--- src/rtl/block_stream_scheduler_pkg.sv ---
// Shared types and constants for the block stream scheduler and its arbiter.
package block_stream_scheduler_pkg;

  localparam int unsigned BLOCK_BYTES = 16;
  localparam int unsigned SER_DRAIN   = 2;
  localparam int unsigned BLOCK_W     = 128;

  typedef enum logic [2:0] {
    S_IDLE,
    S_START,
    S_REQ,
    S_WAIT,
    S_HOLD,
    S_DRAIN
  } sched_state_t;

endpackage

--- src/rtl/block_stream_scheduler_rr_arbiter.sv ---
// Combinational round-robin arbiter: lowest requesting index at or above the pointer, wrapping.
module rr_arbiter
  import block_stream_scheduler_pkg::*;
#(
  parameter int unsigned NUM_REQ = 2,
  parameter int unsigned IDW     = 1
) (
  input  logic [NUM_REQ-1:0] req,
  input  logic [IDW-1:0]     ptr,
  output logic [NUM_REQ-1:0] grant,
  output logic [IDW-1:0]     grant_idx,
  output logic               any
);

  logic [NUM_REQ-1:0] hi_mask;
  logic [NUM_REQ-1:0] masked;
  logic [NUM_REQ-1:0] pick;
  logic               found;

  always_comb begin
    hi_mask   = '0;
    grant     = '0;
    grant_idx = '0;
    found     = 1'b0;
    for (int unsigned i = 0; i < NUM_REQ; i++) begin
      hi_mask[i] = (IDW'(i) >= ptr);
    end
    masked = req & hi_mask;
    // Nothing at or above the pointer: wrap and take the lowest requester overall.
    pick = (|masked) ? masked : req;
    for (int unsigned i = 0; i < NUM_REQ; i++) begin
      if (!found && pick[i]) begin
        found     = 1'b1;
        grant[i]  = 1'b1;
        grant_idx = IDW'(i);
      end
    end
  end

  assign any = |req;

endmodule

--- src/rtl/block_stream_scheduler.sv ---
// Round-robin owner of the 128-bit-to-byte serializer: grants a block source, paces byte
// requests against a valid/ready sink and releases the serializer after a drain interval.
module block_stream_scheduler #(
  parameter int unsigned NUM_REQ      = 2,
  parameter int unsigned BLOCK_BYTES  = block_stream_scheduler_pkg::BLOCK_BYTES,
  parameter int unsigned DRAIN_CYCLES = block_stream_scheduler_pkg::SER_DRAIN
) (
  input  logic                       clk_in,
  input  logic                       rst_in,
  input  logic [NUM_REQ-1:0]         req_valid,
  input  logic [NUM_REQ*128-1:0]     req_block,
  output logic [NUM_REQ-1:0]         req_ack,
  output logic                       ser_start,
  output logic [127:0]               ser_block,
  output logic                       ser_request,
  input  logic [7:0]                 ser_byte,
  input  logic                       ser_valid,
  output logic [7:0]                 tx_data,
  output logic                       tx_valid,
  input  logic                       tx_ready,
  output logic                       busy,
  output logic [$clog2(NUM_REQ)-1:0] grant_id,
  output logic                       block_done
);
  import block_stream_scheduler_pkg::*;

  localparam int unsigned IDW = $clog2(NUM_REQ);
  localparam int unsigned DCW = (DRAIN_CYCLES > 1) ? $clog2(DRAIN_CYCLES) : 1;
  localparam logic [4:0]  CNT_LAST = 5'(BLOCK_BYTES);

  sched_state_t         state_q, state_d;
  logic [IDW-1:0]       rr_ptr_q, rr_ptr_d;
  logic [IDW-1:0]       grant_id_q, grant_id_d;
  logic [BLOCK_W-1:0]   ser_block_q, ser_block_d;
  logic [NUM_REQ-1:0]   req_ack_q, req_ack_d;
  logic [7:0]           tx_data_q, tx_data_d;
  logic                 tx_valid_q, tx_valid_d;
  logic                 busy_q, busy_d;
  logic [4:0]           cnt_q, cnt_d;
  logic [DCW-1:0]       drain_cnt_q, drain_cnt_d;

  logic [NUM_REQ-1:0]   arb_grant;
  logic [IDW-1:0]       arb_idx;
  logic                 arb_any;
  logic [BLOCK_W-1:0]   blk_sel;
  logic [IDW-1:0]       next_ptr;

  rr_arbiter #(
    .NUM_REQ (NUM_REQ),
    .IDW     (IDW)
  ) u_arb (
    .req       (req_valid),
    .ptr       (rr_ptr_q),
    .grant     (arb_grant),
    .grant_idx (arb_idx),
    .any       (arb_any)
  );

  assign next_ptr = (grant_id_q == IDW'(NUM_REQ - 1)) ? '0 : grant_id_q + IDW'(1);

  always_comb begin
    state_d     = state_q;
    rr_ptr_d    = rr_ptr_q;
    grant_id_d  = grant_id_q;
    ser_block_d = ser_block_q;
    req_ack_d   = '0;
    tx_data_d   = tx_data_q;
    tx_valid_d  = tx_valid_q;
    busy_d      = busy_q;
    cnt_d       = cnt_q;
    drain_cnt_d = drain_cnt_q;
    ser_start   = 1'b0;
    ser_request = 1'b0;
    block_done  = 1'b0;
    blk_sel     = '0;
    for (int unsigned i = 0; i < NUM_REQ; i++) begin
      if (arb_grant[i]) blk_sel = req_block[i*BLOCK_W +: BLOCK_W];
    end

    unique case (state_q)
      S_IDLE: begin
        if (arb_any) begin
          ser_block_d = blk_sel;
          req_ack_d   = arb_grant;
          grant_id_d  = arb_idx;
          busy_d      = 1'b1;
          cnt_d       = '0;
          state_d     = S_START;
        end
      end
      S_START: begin
        ser_start = 1'b1;
        state_d   = S_REQ;
      end
      S_REQ: begin
        if (!tx_valid_q) begin
          ser_request = 1'b1;
          state_d     = S_WAIT;
        end
      end
      S_WAIT: begin
        // ser_valid is only honoured here; strays in other states are dropped.
        if (ser_valid) begin
          tx_data_d  = ser_byte;
          tx_valid_d = 1'b1;
          if (cnt_q != CNT_LAST) cnt_d = cnt_q + 5'd1;
          state_d    = S_HOLD;
        end
      end
      S_HOLD: begin
        if (tx_ready) begin
          tx_valid_d = 1'b0;
          if (cnt_q == CNT_LAST) begin
            block_done  = 1'b1;
            drain_cnt_d = '0;
            if (DRAIN_CYCLES == 0) begin
              busy_d   = 1'b0;
              rr_ptr_d = next_ptr;
              state_d  = S_IDLE;
            end else begin
              state_d  = S_DRAIN;
            end
          end else begin
            state_d = S_REQ;
          end
        end
      end
      S_DRAIN: begin
        if (drain_cnt_q == DCW'(DRAIN_CYCLES - 1)) begin
          busy_d   = 1'b0;
          rr_ptr_d = next_ptr;
          state_d  = S_IDLE;
        end else begin
          drain_cnt_d = drain_cnt_q + DCW'(1);
        end
      end
      default: state_d = S_IDLE;
    endcase
  end

  always_ff @(posedge clk_in or posedge rst_in) begin
    if (rst_in) begin
      state_q     <= S_IDLE;
      rr_ptr_q    <= '0;
      grant_id_q  <= '0;
      ser_block_q <= '0;
      req_ack_q   <= '0;
      tx_data_q   <= '0;
      tx_valid_q  <= 1'b0;
      busy_q      <= 1'b0;
      cnt_q       <= '0;
      drain_cnt_q <= '0;
    end else begin
      state_q     <= state_d;
      rr_ptr_q    <= rr_ptr_d;
      grant_id_q  <= grant_id_d;
      ser_block_q <= ser_block_d;
      req_ack_q   <= req_ack_d;
      tx_data_q   <= tx_data_d;
      tx_valid_q  <= tx_valid_d;
      busy_q      <= busy_d;
      cnt_q       <= cnt_d;
      drain_cnt_q <= drain_cnt_d;
    end
  end

  assign req_ack   = req_ack_q;
  assign ser_block = ser_block_q;
  assign tx_data   = tx_data_q;
  assign tx_valid  = tx_valid_q;
  assign busy      = busy_q;
  assign grant_id  = grant_id_q;

  // A request must always be answered on the very next cycle.
  property p_ser_valid_follows;
    @(posedge clk_in) disable iff (rst_in) ser_request |=> ser_valid;
  endproperty
  a_ser_valid_follows: assert property (p_ser_valid_follows);

endmodule
--- config.mk ---
export PLATFORM = sky130hd
export DESIGN_NAME = block_stream_scheduler
export DESIGN_NICKNAME = d
export VERILOG_FILES = /design/src/rtl/block_stream_scheduler_pkg.sv /design/src/rtl/block_stream_scheduler_rr_arbiter.sv /design/src/rtl/block_stream_scheduler.sv
export SDC_FILE = /design/constraint.sdc
export NUM_CORES = 1
export LEC_CHECK = 0
export BUFFER_PORTS_ARGS = -buffer_cell sky130_fd_sc_hd__buf_4
export CORE_AREA = 2 2 161 163
export DETAILED_ROUTE_END_ITERATION = 16
export DIE_AREA = 0 0 163 165
export PLACE_DENSITY = 0.66
export SLEW_MARGIN = 0
export SYNTH_ARGS = -nofsm -noshare
export SYNTH_HDL_FRONTEND = slang
export SYNTH_SLANG_ARGS = --single-unit
--- constraint.sdc ---
create_clock -name clk_in -period 6 [get_ports clk_in]
set_input_delay 1.8 -clock clk_in [delete_from_list [all_inputs] [get_ports clk_in]]
set_output_delay 1.8 -clock clk_in [all_outputs]
set_load 0.02 [all_outputs]
==> impl_summary.log, run 1 <==
INFO  metric outcome = completed
INFO  metric postCtsResizedCells = 0
INFO  metric cts_root_buf = clkbuf_16
INFO  metric most-common-layout-cells = buf_4, dfrtp_1, nand2_1
INFO  metric rsz0062_at_grt = false
INFO  metric critical_path_peak_fanout = 4
INFO  metric skew = 0.0107 ns
INFO  metric reg2reg_to = ser_block[81]
INFO  metric start_util = 27.8%
INFO  metric worst_path_max_delay_cell = buf_4
INFO  metric critical_path_class = input pin to output pin
INFO  metric dominantRegCellSynth = dfrtp_1
INFO  metric syn-num-nets = 982
INFO  metric cp-start-kind = input pin
INFO  metric slew_headroom = 33.7%
INFO  metric placement.io_buffers = 413
INFO  metric clockBufferDepth = 2
INFO  metric final_period_minus_worst_setup_slack = 4.05 ns
INFO  metric ff2ff_path_depth = 6
INFO  metric p_leak = 5.41 nW
INFO  metric dr.first_iter.drc_count = 533
INFO  metric cts_max_level = 4
INFO  metric std_cell_rows = 58
INFO  metric tightest_slew = 0.994 ns
INFO  metric post_drt_wl_per_cell = 17.7 µm
INFO  metric finalMaxSlewViolations = 0
INFO  metric postSynth.asyncResetShare = 100%
INFO  metric worst_ep_required_time = 4.20 ns
INFO  metric synth_top_family_by_area = simple AND/OR/NAND/NOR gates
INFO  metric viasPerCell = 4.96
INFO  metric vias_in_the_first_global_route = 6907
INFO  metric grt_start_max_net_pins = 88
INFO  metric finalCoreUtilization = 43.1%
INFO  metric critical_path_cell_count = 4
INFO  metric floorplan.die_area = 0.0269 mm²
INFO  metric synth-edff-count = 0
INFO  metric clock-sinks = 151
INFO  metric layout.cell_area.non_filler = 0.0108 mm²
INFO  metric cts.clk_slew.worst_paths = 0.07 ns
INFO  metric timing.hold.worst.class = flip-flop to flip-flop
INFO  metric top_level_ports = 414
INFO  metric die_height = 165 µm
INFO  metric synth_cells = 710
INFO  metric 1st_pass_router_iterations = 5
INFO  metric ys_seq_area_share = 54.3%
INFO  metric synthesis.area = 0.00695 mm²
INFO  metric critical_path.top_delay_family = buffers and inverters
INFO  metric setup-tns-final = 0 ns
INFO  metric drcViolationCount = 0
INFO  metric worstHoldStart = tx_data[4]
INFO  metric vdd_drop_max = 0.271 mV
INFO  metric synth-adder-area-share = 0.360%
INFO  metric yosys.area_share.xor_xnor = 0%
INFO  metric design.core.area = 0.0250 mm²
INFO  metric ys.warnings.count = 0
INFO  metric total_routed_length = 25300 µm
INFO  metric proportion_of_synthesized_area_in_mux_cells = 0.432%
INFO  metric worst_slack = 1.95 ns
INFO  metric cts_setup_buffers = 0
INFO  metric finalHoldViolations = 0
INFO  metric cts-hold-fix-buffers = 0
INFO  metric number_of_register_bits_inferred_by_synthesis = 151
INFO  metric worst-endpoint-arrival = 2.25 ns
INFO  metric synth.distinct_cells = 40
INFO  metric setup_violations = 0
INFO  metric cts_inserted_buffers = 17
INFO  metric num_antenna_cells = 0
INFO  metric crit_path_cell_trace = buf_4 > nand2_1 > nor2_1 > buf_4
INFO  metric r2r_setup_slack = 3.55 ns
INFO  metric synth_compound_gate_area_share = 17.1%
INFO  metric slowest_delay = 0.16 ns
INFO  metric pre_cts_ws = 1.95 ns
INFO  metric number_of_antenna_violations_at_the_first_check_in_global_routing = 0
INFO  metric routed-via-count = 7076
INFO  metric cap_violations = 0
INFO  metric syn2layout_area_growth = 55.2%
INFO  metric grtUsageTotal = 17.6%
INFO  metric drive_gt1_share = 42.4%
INFO  metric grt_first_pass_wirelength = 37600 µm
INFO  metric die-width = 163 µm
INFO  metric final.period_utilization = 67.4%
INFO  metric final_nets = 1357
INFO  metric critical_path.most_common_cell = buf_4
INFO  metric crit_path_end_kind = output pin
INFO  metric placed_area = 0.0102 mm²
INFO  metric synthesis.area_per_instance = 9.79 µm²
INFO  metric worstHoldPathCells = 2
INFO  metric place_congestion = 0.791
INFO  metric timing.rr.start = state_q[1]
INFO  metric clkLatencyLatePin = 0.42 ns
INFO  metric max_clock_freq = 247 MHz
INFO  metric holdPathEnd = tx_data[4]
INFO  metric grt.overflow.total = 0
INFO  metric layout.cells.most_common = buf_4
INFO  metric hpwl = 17700 µm
INFO  metric remaining_antenna_violation_count_after_routing = 0
INFO  metric cellPowerDensity = 518 mW/mm²
INFO  metric synthSimpleGateAreaFrac = 22.4%
INFO  metric tritoncts = built
INFO  metric cp_num_buf_inv = 2
==> flip-flops by register name (all words and copies together) (netlist names) <==
register / flops
busy: 1
cnt_q: 5
drain_cnt_q: 1
grant_id: 1
req_ack: 2
rr_ptr_q: 1
ser_block: 128
state_q: 3
tx_data: 8
tx_valid: 1
==> worst max-delay path by stage <==
stage,startpoint,to,slack [ns]
floorplan,rst_in,busy,0.14
detailed placement,tx_ready,block_done,1.95
finish,tx_ready,block_done,1.95
CTS,tx_ready,block_done,1.94
global route,tx_ready,block_done,1.93
global placement,tx_ready,block_done,1.98
==> cells in the mapped netlist (9+ instances only) <==
master / instances / area (µm²)
clkbuf_1: 17 / 63.8
nand2_1: 107 / 402
dfrtp_1: 151 / 3780
buf_2: 26 / 130
and3_1: 63 / 394
buf_4: 11 / 82.6
nand3_1: 70 / 350
a31oi_1: 66 / 413
nor2_1: 72 / 270
a221o_1: 62 / 621
o21ai_0: 9 / 45.0
==> power breakdown <==
group / switching, mW / internal (mW) / leakage (nW)
sequential: 0.319 / 1.50 / 1.82
clock: 0.502 / 0.590 / 0.279
combinational: 1.51 / 1.17 / 3.31
total: 2.33 / 3.26 / 5.41
==> worst reg2reg max path, stage by stage (launching register included) <==
cell     delay, ns
dfrtp_1       0.53
nor3_2        0.27
nor2b_4       0.18
buf_4         0.48
buf_4         0.63
nor2_1        0.12
a31oi_1       0.17
==> routing by layer <==
metal / vias to the layer above / GRT usage (%) / part of all wire, %
met5: - / 0 / 0
met1: 3384 / 21.5 / 40
met3: 31 / 4.34 / 7.6
met2: 325 / 30.2 / 50
met4: 0 / 6.36 / 2.4
li1: 3336 / - / -
==> per-stage QoR <==
stage                     cells  hold slack (ns)  power, mW
final                      1428            0.484       5.59
after global routing       1428            0.504       5.92
after CTS                  1428            0.491       5.64
after detailed placement   1396            0.470       4.52
after global placement     1396            0.461       4.47
after floorplan             710            0.474       3.38
==> kinds of logic after synthesis <==
kind of cell | after synthesis
flip-flops | 151
AO/OA/AOI/OAI | 152
adder cells (fa/ha/maj) | 2
AND/OR/NAND/NOR | 329
multiplexers | 3
buffers and inverters | 73
==> area by class of cell <==
class	instances	area, µm²
clock buffer	17	425
timing repair buffer	423	3190
multi-input combinational	486	2810
tap	330	413
inverter	6	27.5
fill	2458	14200
clock inverter	15	155
sequential	151	3780
(Power assumes the default switching activity.)
==> inputs of run 2 (changes only) <==
==> constraint.sdc (replaced) <==
create_clock -name clk_in -period 3.4 [get_ports clk_in]
set_input_delay 1.02 -clock clk_in [delete_from_list [all_inputs] [get_ports clk_in]]
set_output_delay 1.02 -clock clk_in [all_outputs]
set_load 0.02 [all_outputs]
==> run 2 against run 1 <==
Compared with the run above:
- worst hold slack gained 0.0014 ns
- total power grew 75%
- register-to-register slack got worse by 2.2 ns
- largest power group unchanged
- sequential share of layout area decreased by 0.39 points
- clock power is 64% higher
- via count is 0.35% higher
- flip-flop and latch count stayed put
==> impl_summary.log, run 2 (synthesis results as in run 1) <==
INFO  metric outcome = completed
INFO  metric syn2layout_area_growth = 57.0%
INFO  metric critical_path_peak_fanout = 5 (+1)
INFO  metric gr-max-usage-layer = met2
INFO  metric worst_ep_required_time = 2.38 ns (-1.82 ns)
INFO  metric layout.cells.most_common = buf_4
INFO  metric design.core.area = 0.0250 mm² (unchanged)
INFO  metric drcViolationCount = 0 (unchanged)
INFO  metric cap_violations = 0 (unchanged)
INFO  metric vdd_drop_max = 0.372 mV (+37%)
INFO  metric setup_violations = 0 (unchanged)
INFO  metric final_period_minus_worst_setup_slack = 2.70 ns
INFO  metric most-common-layout-cells = buf_4, dfrtp_1, nand2_1
INFO  metric total_routed_length = 25300 µm (about the same)
INFO  metric p_leak = 5.47 nW (+1.1%)
INFO  metric timing.hold.worst.class = flip-flop to flip-flop
INFO  metric final.period_utilization = 79.3%
INFO  metric holdPathEnd = rr_ptr_q
INFO  metric 1st_pass_router_iterations = 4 (-1)
INFO  metric cts_max_level = 4 (unchanged)
INFO  metric number_of_antenna_violations_at_the_first_check_in_global_routing = 0 (unchanged)
INFO  metric skew = 0.0161 ns (+0.00540 ns)
INFO  metric remaining_antenna_violation_count_after_routing = 0 (unchanged)
INFO  metric timing.rr.start = state_q[1]
INFO  metric vias_in_the_first_global_route = 7019 (+1.6%)
INFO  metric critical_path_class = flip-flop to output pin
INFO  metric cts_root_buf = clkbuf_16
INFO  metric post_drt_wl_per_cell = 17.6 µm (-0.69%)
INFO  metric hpwl = 18200 µm (+2.7%)
INFO  metric setup-tns-final = 0 ns (unchanged)
INFO  metric floorplan.die_area = 0.0269 mm² (unchanged)
INFO  metric ff2ff_path_depth = 5 (-1)
INFO  metric clockBufferDepth = 2 (unchanged)
INFO  metric dr.first_iter.drc_count = 464 (-13%)
INFO  metric clock-sinks = 151 (unchanged)
INFO  metric placement.io_buffers = 413 (unchanged)
INFO  metric max_clock_freq = 371 MHz
INFO  metric postCtsResizedCells = 0 (unchanged)
INFO  metric cts_setup_buffers = 0 (unchanged)
INFO  metric reg2reg_to = ser_block[63]
INFO  metric cp-start-kind = flip-flop
INFO  metric clkLatencyLatePin = 0.42 ns (about the same)
INFO  metric start_util = 27.8% (unchanged)
INFO  metric num-fill-cells = 2518 (+2.4%)
INFO  metric grt_first_pass_wirelength = 38100 µm (+1.4%)
INFO  metric global_route.usage.met3 = 4.90% (+0.55 points)
INFO  metric die-width = 163 µm (unchanged)
INFO  metric met1_usage = 22.3% (+0.76 points)
INFO  metric std_cell_rows = 58 (unchanged)
INFO  metric worst-endpoint-arrival = 1.68 ns (-0.57 ns)
INFO  metric worstHoldStart = grant_id
INFO  metric crit_path_end_kind = output pin
INFO  metric grtUsageTotal = 18.0% (+0.40 points)
INFO  metric r2r_setup_slack = 1.32 ns (-2.23 ns)
INFO  metric finalHoldViolations = 0 (unchanged)
INFO  metric drive_gt1_share = 42.7% (+0.29 points)
INFO  metric num_antenna_cells = 0 (unchanged)
INFO  metric largest_register_ffs = 128 (unchanged)
INFO  metric tightest_slew = 0.735 ns (-0.260 ns)
INFO  metric globalRouteMet2Util = 30.2% (+0.039 points)
INFO  metric finalMaxSlewViolations = 0 (unchanged)
INFO  metric rsz0062_at_grt = false
INFO  metric top_level_ports = 414 (unchanged)
INFO  metric final_nets = 1366 (+0.66%)
INFO  metric cellPowerDensity = 897 mW/mm² (+73%)
INFO  metric routed-via-count = 7101 (+0.35%)
INFO  metric grt_start_max_net_pins = 113 (+28%)
INFO  metric final-instance-count-excl-fill = 1437 (+0.63%)
INFO  metric tritoncts = built
INFO  metric viasPerCell = 4.94 (-0.28%)
INFO  metric cts_inserted_buffers = 17 (unchanged)
INFO  metric cts.clk_slew.worst_paths = 0.07 ns (about the same)
INFO  metric die_height = 165 µm (unchanged)
INFO  metric cts-hold-fix-buffers = 0 (unchanged)
INFO  metric finalCoreUtilization = 43.6% (+0.48 points)
INFO  metric grt.overflow.total = 0 (unchanged)
INFO  metric final.hold.worst_slack = 0.486 ns (+0.00143 ns)
INFO  metric slew_headroom = 51.0% (+17 points)
INFO  metric worstHoldPathCells = 1 (-1)
INFO  metric place.detailed.instances = 1405 (+0.64%)
INFO  metric place_congestion = 0.808 (+2.1%)
[run 2: critical path: stages (launching register included)]
cell and delay [ns]:
dfrtp_1 0.42, inv_1 0.08, ha_1 0.15, and4bb_2 0.29, nand2_1 0.07, nor2_1 0.10
buf_4 0.16
[run 2: cell type report]
class / count / area (µm²) / share of cell area [%]
Multi-Input combinational cell: 486 / 2810 / 25.7
Inverter: 6 / 26.3 / 0.241
Clock inverter: 13 / 114 / 1.04
Clock buffer: 19 / 433 / 3.97
Tap cell: 330 / 413 / 3.78
Timing Repair Buffer: 432 / 3340 / 30.6
Sequential cell: 151 / 3780 / 34.6
[run 2: worst max path at each step]
stage / endpoint / from
after floorplan: busy / rst_in
after global placement: ser_block[36] / req_valid[1]
after detailed placement: ser_block[93] / req_valid[1]
after CTS: block_done / cnt_q[0]
after global routing: ser_request / state_q[1]
final: block_done / cnt_q[0]
[run 2: report_power, final]
group / total [mW] / internal (mW) / switching (mW) / leakage [nW]
clock: 1.79 / 0.960 / 0.827 / 0.267
combinational: 4.79 / 2.13 / 2.65 / 3.38
sequential: 3.22 / 2.65 / 0.564 / 1.82
total: 9.79 / 5.75 / 4.04 / 5.47
[run 2: metal layers]
metal  part of all wire, %  routed length, µm  up-vias
li1                      -                  -     3356
met1                    41              10300     3405
met2                    49              12500      301
met3                   7.3               1850       39
met4                   2.6                648        0
met5                     0                  0        -
[run 2: per-stage QoR]
| step | worst slack (ns) | power (mW) | area, µm² |
|---|---|---|---|
| floorplan | 0.477 | 5.96 | 6960 |
| global placement | 0.812 | 7.99 | 10400 |
| detailed placement | 0.760 | 8.06 | 10400 |
| CTS | 0.656 | 9.90 | 10900 |
| global route | 0.566 | 10.4 | 10900 |
| finish | 0.704 | 9.79 | 10900 |
==> inputs of run 3 (changes only) <==
--- a/config.mk
+++ b/config.mk
@@ -6,10 +6,10 @@
 export NUM_CORES = 1
 export LEC_CHECK = 0
 export BUFFER_PORTS_ARGS = -buffer_cell sky130_fd_sc_hd__buf_4
-export CORE_AREA = 2 2 161 163
+export CORE_AREA = 2 2 163 165
 export DETAILED_ROUTE_END_ITERATION = 16
-export DIE_AREA = 0 0 163 165
-export PLACE_DENSITY = 0.66
+export DIE_AREA = 0 0 165 167
+export PLACE_DENSITY = 0.63
 export SLEW_MARGIN = 0
 export SYNTH_ARGS = -nofsm -noshare
 export SYNTH_HDL_FRONTEND = slang
==> constraint.sdc (replaced) <==
create_clock -name clk_in -period 2.8 [get_ports clk_in]
set_input_delay 0.84 -clock clk_in [delete_from_list [all_inputs] [get_ports clk_in]]
set_output_delay 0.84 -clock clk_in [all_outputs]
set_load 0.02 [all_outputs]
==> run 3 against run 2 <==
Compared with the run above:
- die area increased by 2.5%
- flip-flop and latch count unchanged
- via count down 0.14%
- total power rose by 23%
- cell area about the same
- sequential share of layout area is essentially flat
- core utilization decreased by 1.2 points
- wire length is 0.29% higher
- critical endpoint is now ser_request
- largest cell class unchanged
==> impl_summary.log, run 3 (synthesis results as in run 1) <==
INFO  metric final_period_minus_worst_setup_slack = 2.55 ns
INFO  metric num_antenna_cells = 0 (unchanged)
INFO  metric syn2layout_area_growth = 57.1% (about the same)
INFO  metric grt.overflow.total = 0 (unchanged)
INFO  metric design.core.area = 0.0258 mm² (+2.9%)
INFO  metric die_height = 167 µm (+1.2%)
INFO  metric hpwl = 18200 µm (about the same)
INFO  metric largest_register_ffs = 128 (unchanged)
INFO  metric clock-sinks = 151 (unchanged)
INFO  metric vdd_drop_max = 0.435 mV (+17%)
INFO  metric top_level_ports = 414 (unchanged)
INFO  metric number_of_antenna_violations_at_the_first_check_in_global_routing = 0 (unchanged)
INFO  metric placement.io_buffers = 413 (unchanged)
INFO  metric remaining_antenna_violation_count_after_routing = 0 (unchanged)
INFO  metric total_routed_length = 25400 µm (+0.29%)
INFO  metric vias_in_the_first_global_route = 6979 (-0.57%)
INFO  metric cts_root_buf = clkbuf_16
INFO  metric setup-tns-final = 0 ns (unchanged)
INFO  metric critical_path_class = flip-flop to output pin
INFO  metric max_clock_freq = 393 MHz
INFO  metric cap_violations = 0 (unchanged)
INFO  metric tritoncts = built
INFO  metric clkLatencyLatePin = 0.42 ns (about the same)
INFO  metric finalHoldViolations = 0 (unchanged)
INFO  metric die-width = 165 µm (+1.2%)
INFO  metric layout.cells.most_common = buf_4
INFO  metric rsz0062_at_grt = false
INFO  metric grt_start_max_net_pins = 131 (+16%)
INFO  metric outcome = completed
INFO  metric post_drt_wl_per_cell = 17.6 µm (about the same)
INFO  metric clockBufferDepth = 2 (unchanged)
INFO  metric place_congestion = 0.764 (-5.4%)
INFO  metric cts-hold-fix-buffers = 0 (unchanged)
INFO  metric drive_gt1_share = 42.8% (about the same)
INFO  metric worst_ep_required_time = 1.96 ns (-0.42 ns)
INFO  metric most-common-layout-cells = buf_4, dfrtp_1, nand2_1
INFO  metric crit_path_cell_trace = nor3b_1 > nor2b_1 > buf_4
INFO  metric final_nets = 1365 (-0.073%)
INFO  metric viasPerCell = 4.92 (-0.42%)
INFO  metric cts_inserted_buffers = 17 (unchanged)
INFO  metric tightest_slew = 0.740 ns (+0.00580 ns)
INFO  metric crit_path_end_kind = output pin
INFO  metric skew = 0.0145 ns (-0.00156 ns)
INFO  metric finalMaxSlewViolations = 0 (unchanged)
INFO  metric r2r_setup_slack = 0.82 ns (-0.50 ns)
INFO  metric slew_headroom = 50.6% (-0.39 points)
INFO  metric start_util = 27.0% (-0.78 points)
INFO  metric grtUsageTotal = 17.9% (-0.15 points)
INFO  metric cellPowerDensity = 1100 mW/mm² (+22%)
INFO  metric 1st_pass_router_iterations = 5 (+1)
INFO  metric setup_violations = 0 (unchanged)
INFO  metric std_cell_rows = 59 (+1.7%)
INFO  metric worst-endpoint-arrival = 1.71 ns (+0.03 ns)
INFO  metric drcViolationCount = 0 (unchanged)
INFO  metric num-fill-cells = 2627 (+4.3%)
INFO  metric cts_setup_buffers = 0 (unchanged)
INFO  metric p_leak = 5.47 nW (+0.10%)
INFO  metric dr.first_iter.drc_count = 462 (-0.43%)
INFO  metric critical_path_peak_fanout = 14 (+9)
INFO  metric timing.hold.worst.class = flip-flop to flip-flop
INFO  metric worst_path_max_delay_cell = dfrtp_1
INFO  metric grt_first_pass_wirelength = 38900 µm (+2.1%)
INFO  metric final.period_utilization = 90.9%
INFO  metric cts_max_level = 4 (unchanged)
INFO  metric finalCoreUtilization = 42.4% (-1.2 points)
INFO  metric postCtsResizedCells = 0 (unchanged)
INFO  metric slowest_delay = 0.62 ns (+0.20 ns)
INFO  metric final.hold.worst_slack = 0.482 ns (-0.00357 ns)
INFO  metric cp-start-kind = flip-flop
INFO  metric floorplan.die_area = 0.0276 mm² (+2.5%)
INFO  metric cts.clk_slew.worst_paths = 0.07 ns (about the same)
INFO  metric routed-via-count = 7091 (-0.14%)
[run 3: area by class of cell]
class                      instances  area, µm²  area share [%]
tap                              335        419            3.84
clock inverter                    13        139            1.27
clock buffer                      19        443            4.06
sequential                       151       3780            34.6
multi-input combinational        486       2810            25.7
inverter                           6       26.3           0.241
timing repair buffer             431       3310            30.3
[run 3: path summary, 6_finish.rpt]
path / from / to / cells past startpoint
min in group asynchronous: rst_in / ser_block[75] / 2
setup reg to reg: state_q[2] / ser_block[109] / 4
setup / recovery: state_q[1] / ser_request / 3
hold / removal: tx_data[2] / tx_data[2] / 2
max in group asynchronous: rst_in / ser_block[6] / 3
hold reg to reg: tx_data[2] / tx_data[2] / 2
[run 3: critical path: cells and delay by family (launching register included)]
family,cells,cell delay [ns]
AND/OR/NAND/NOR,2,0.50
buffers and inverters,1,0.16
flip-flops,1,0.62
[run 3: stage by stage]
step / setup WS, ns / area, µm² / total power [mW] / instances
after floorplan: 0.0570 / 6960 / 7.24 / 710
after global placement: 0.456 / 10300 / 9.67 / 1409
after detailed placement: 0.422 / 10300 / 9.76 / 1409
after CTS: 0.205 / 10900 / 12.1 / 1441
after global routing: 0.0545 / 10900 / 12.7 / 1441
final: 0.255 / 10900 / 12.0 / 1441
[run 3: power by group]
group	internal (mW)	leakage, nW	switching [mW]
Combinational	2.56	3.36	3.24
Sequential	3.22	1.82	0.663
Clock	1.28	0.289	1.03
[run 3: per-layer routing]
metal  up-vias  part of all wire, %  global-route usage (%)
li1       3345                    -                       -
met1      3429                   41                    22.9
met2       290                   49                    29.7
met3        27                  7.8                    4.38
met4         0                  1.8                    5.26
met5         -                    0                       0
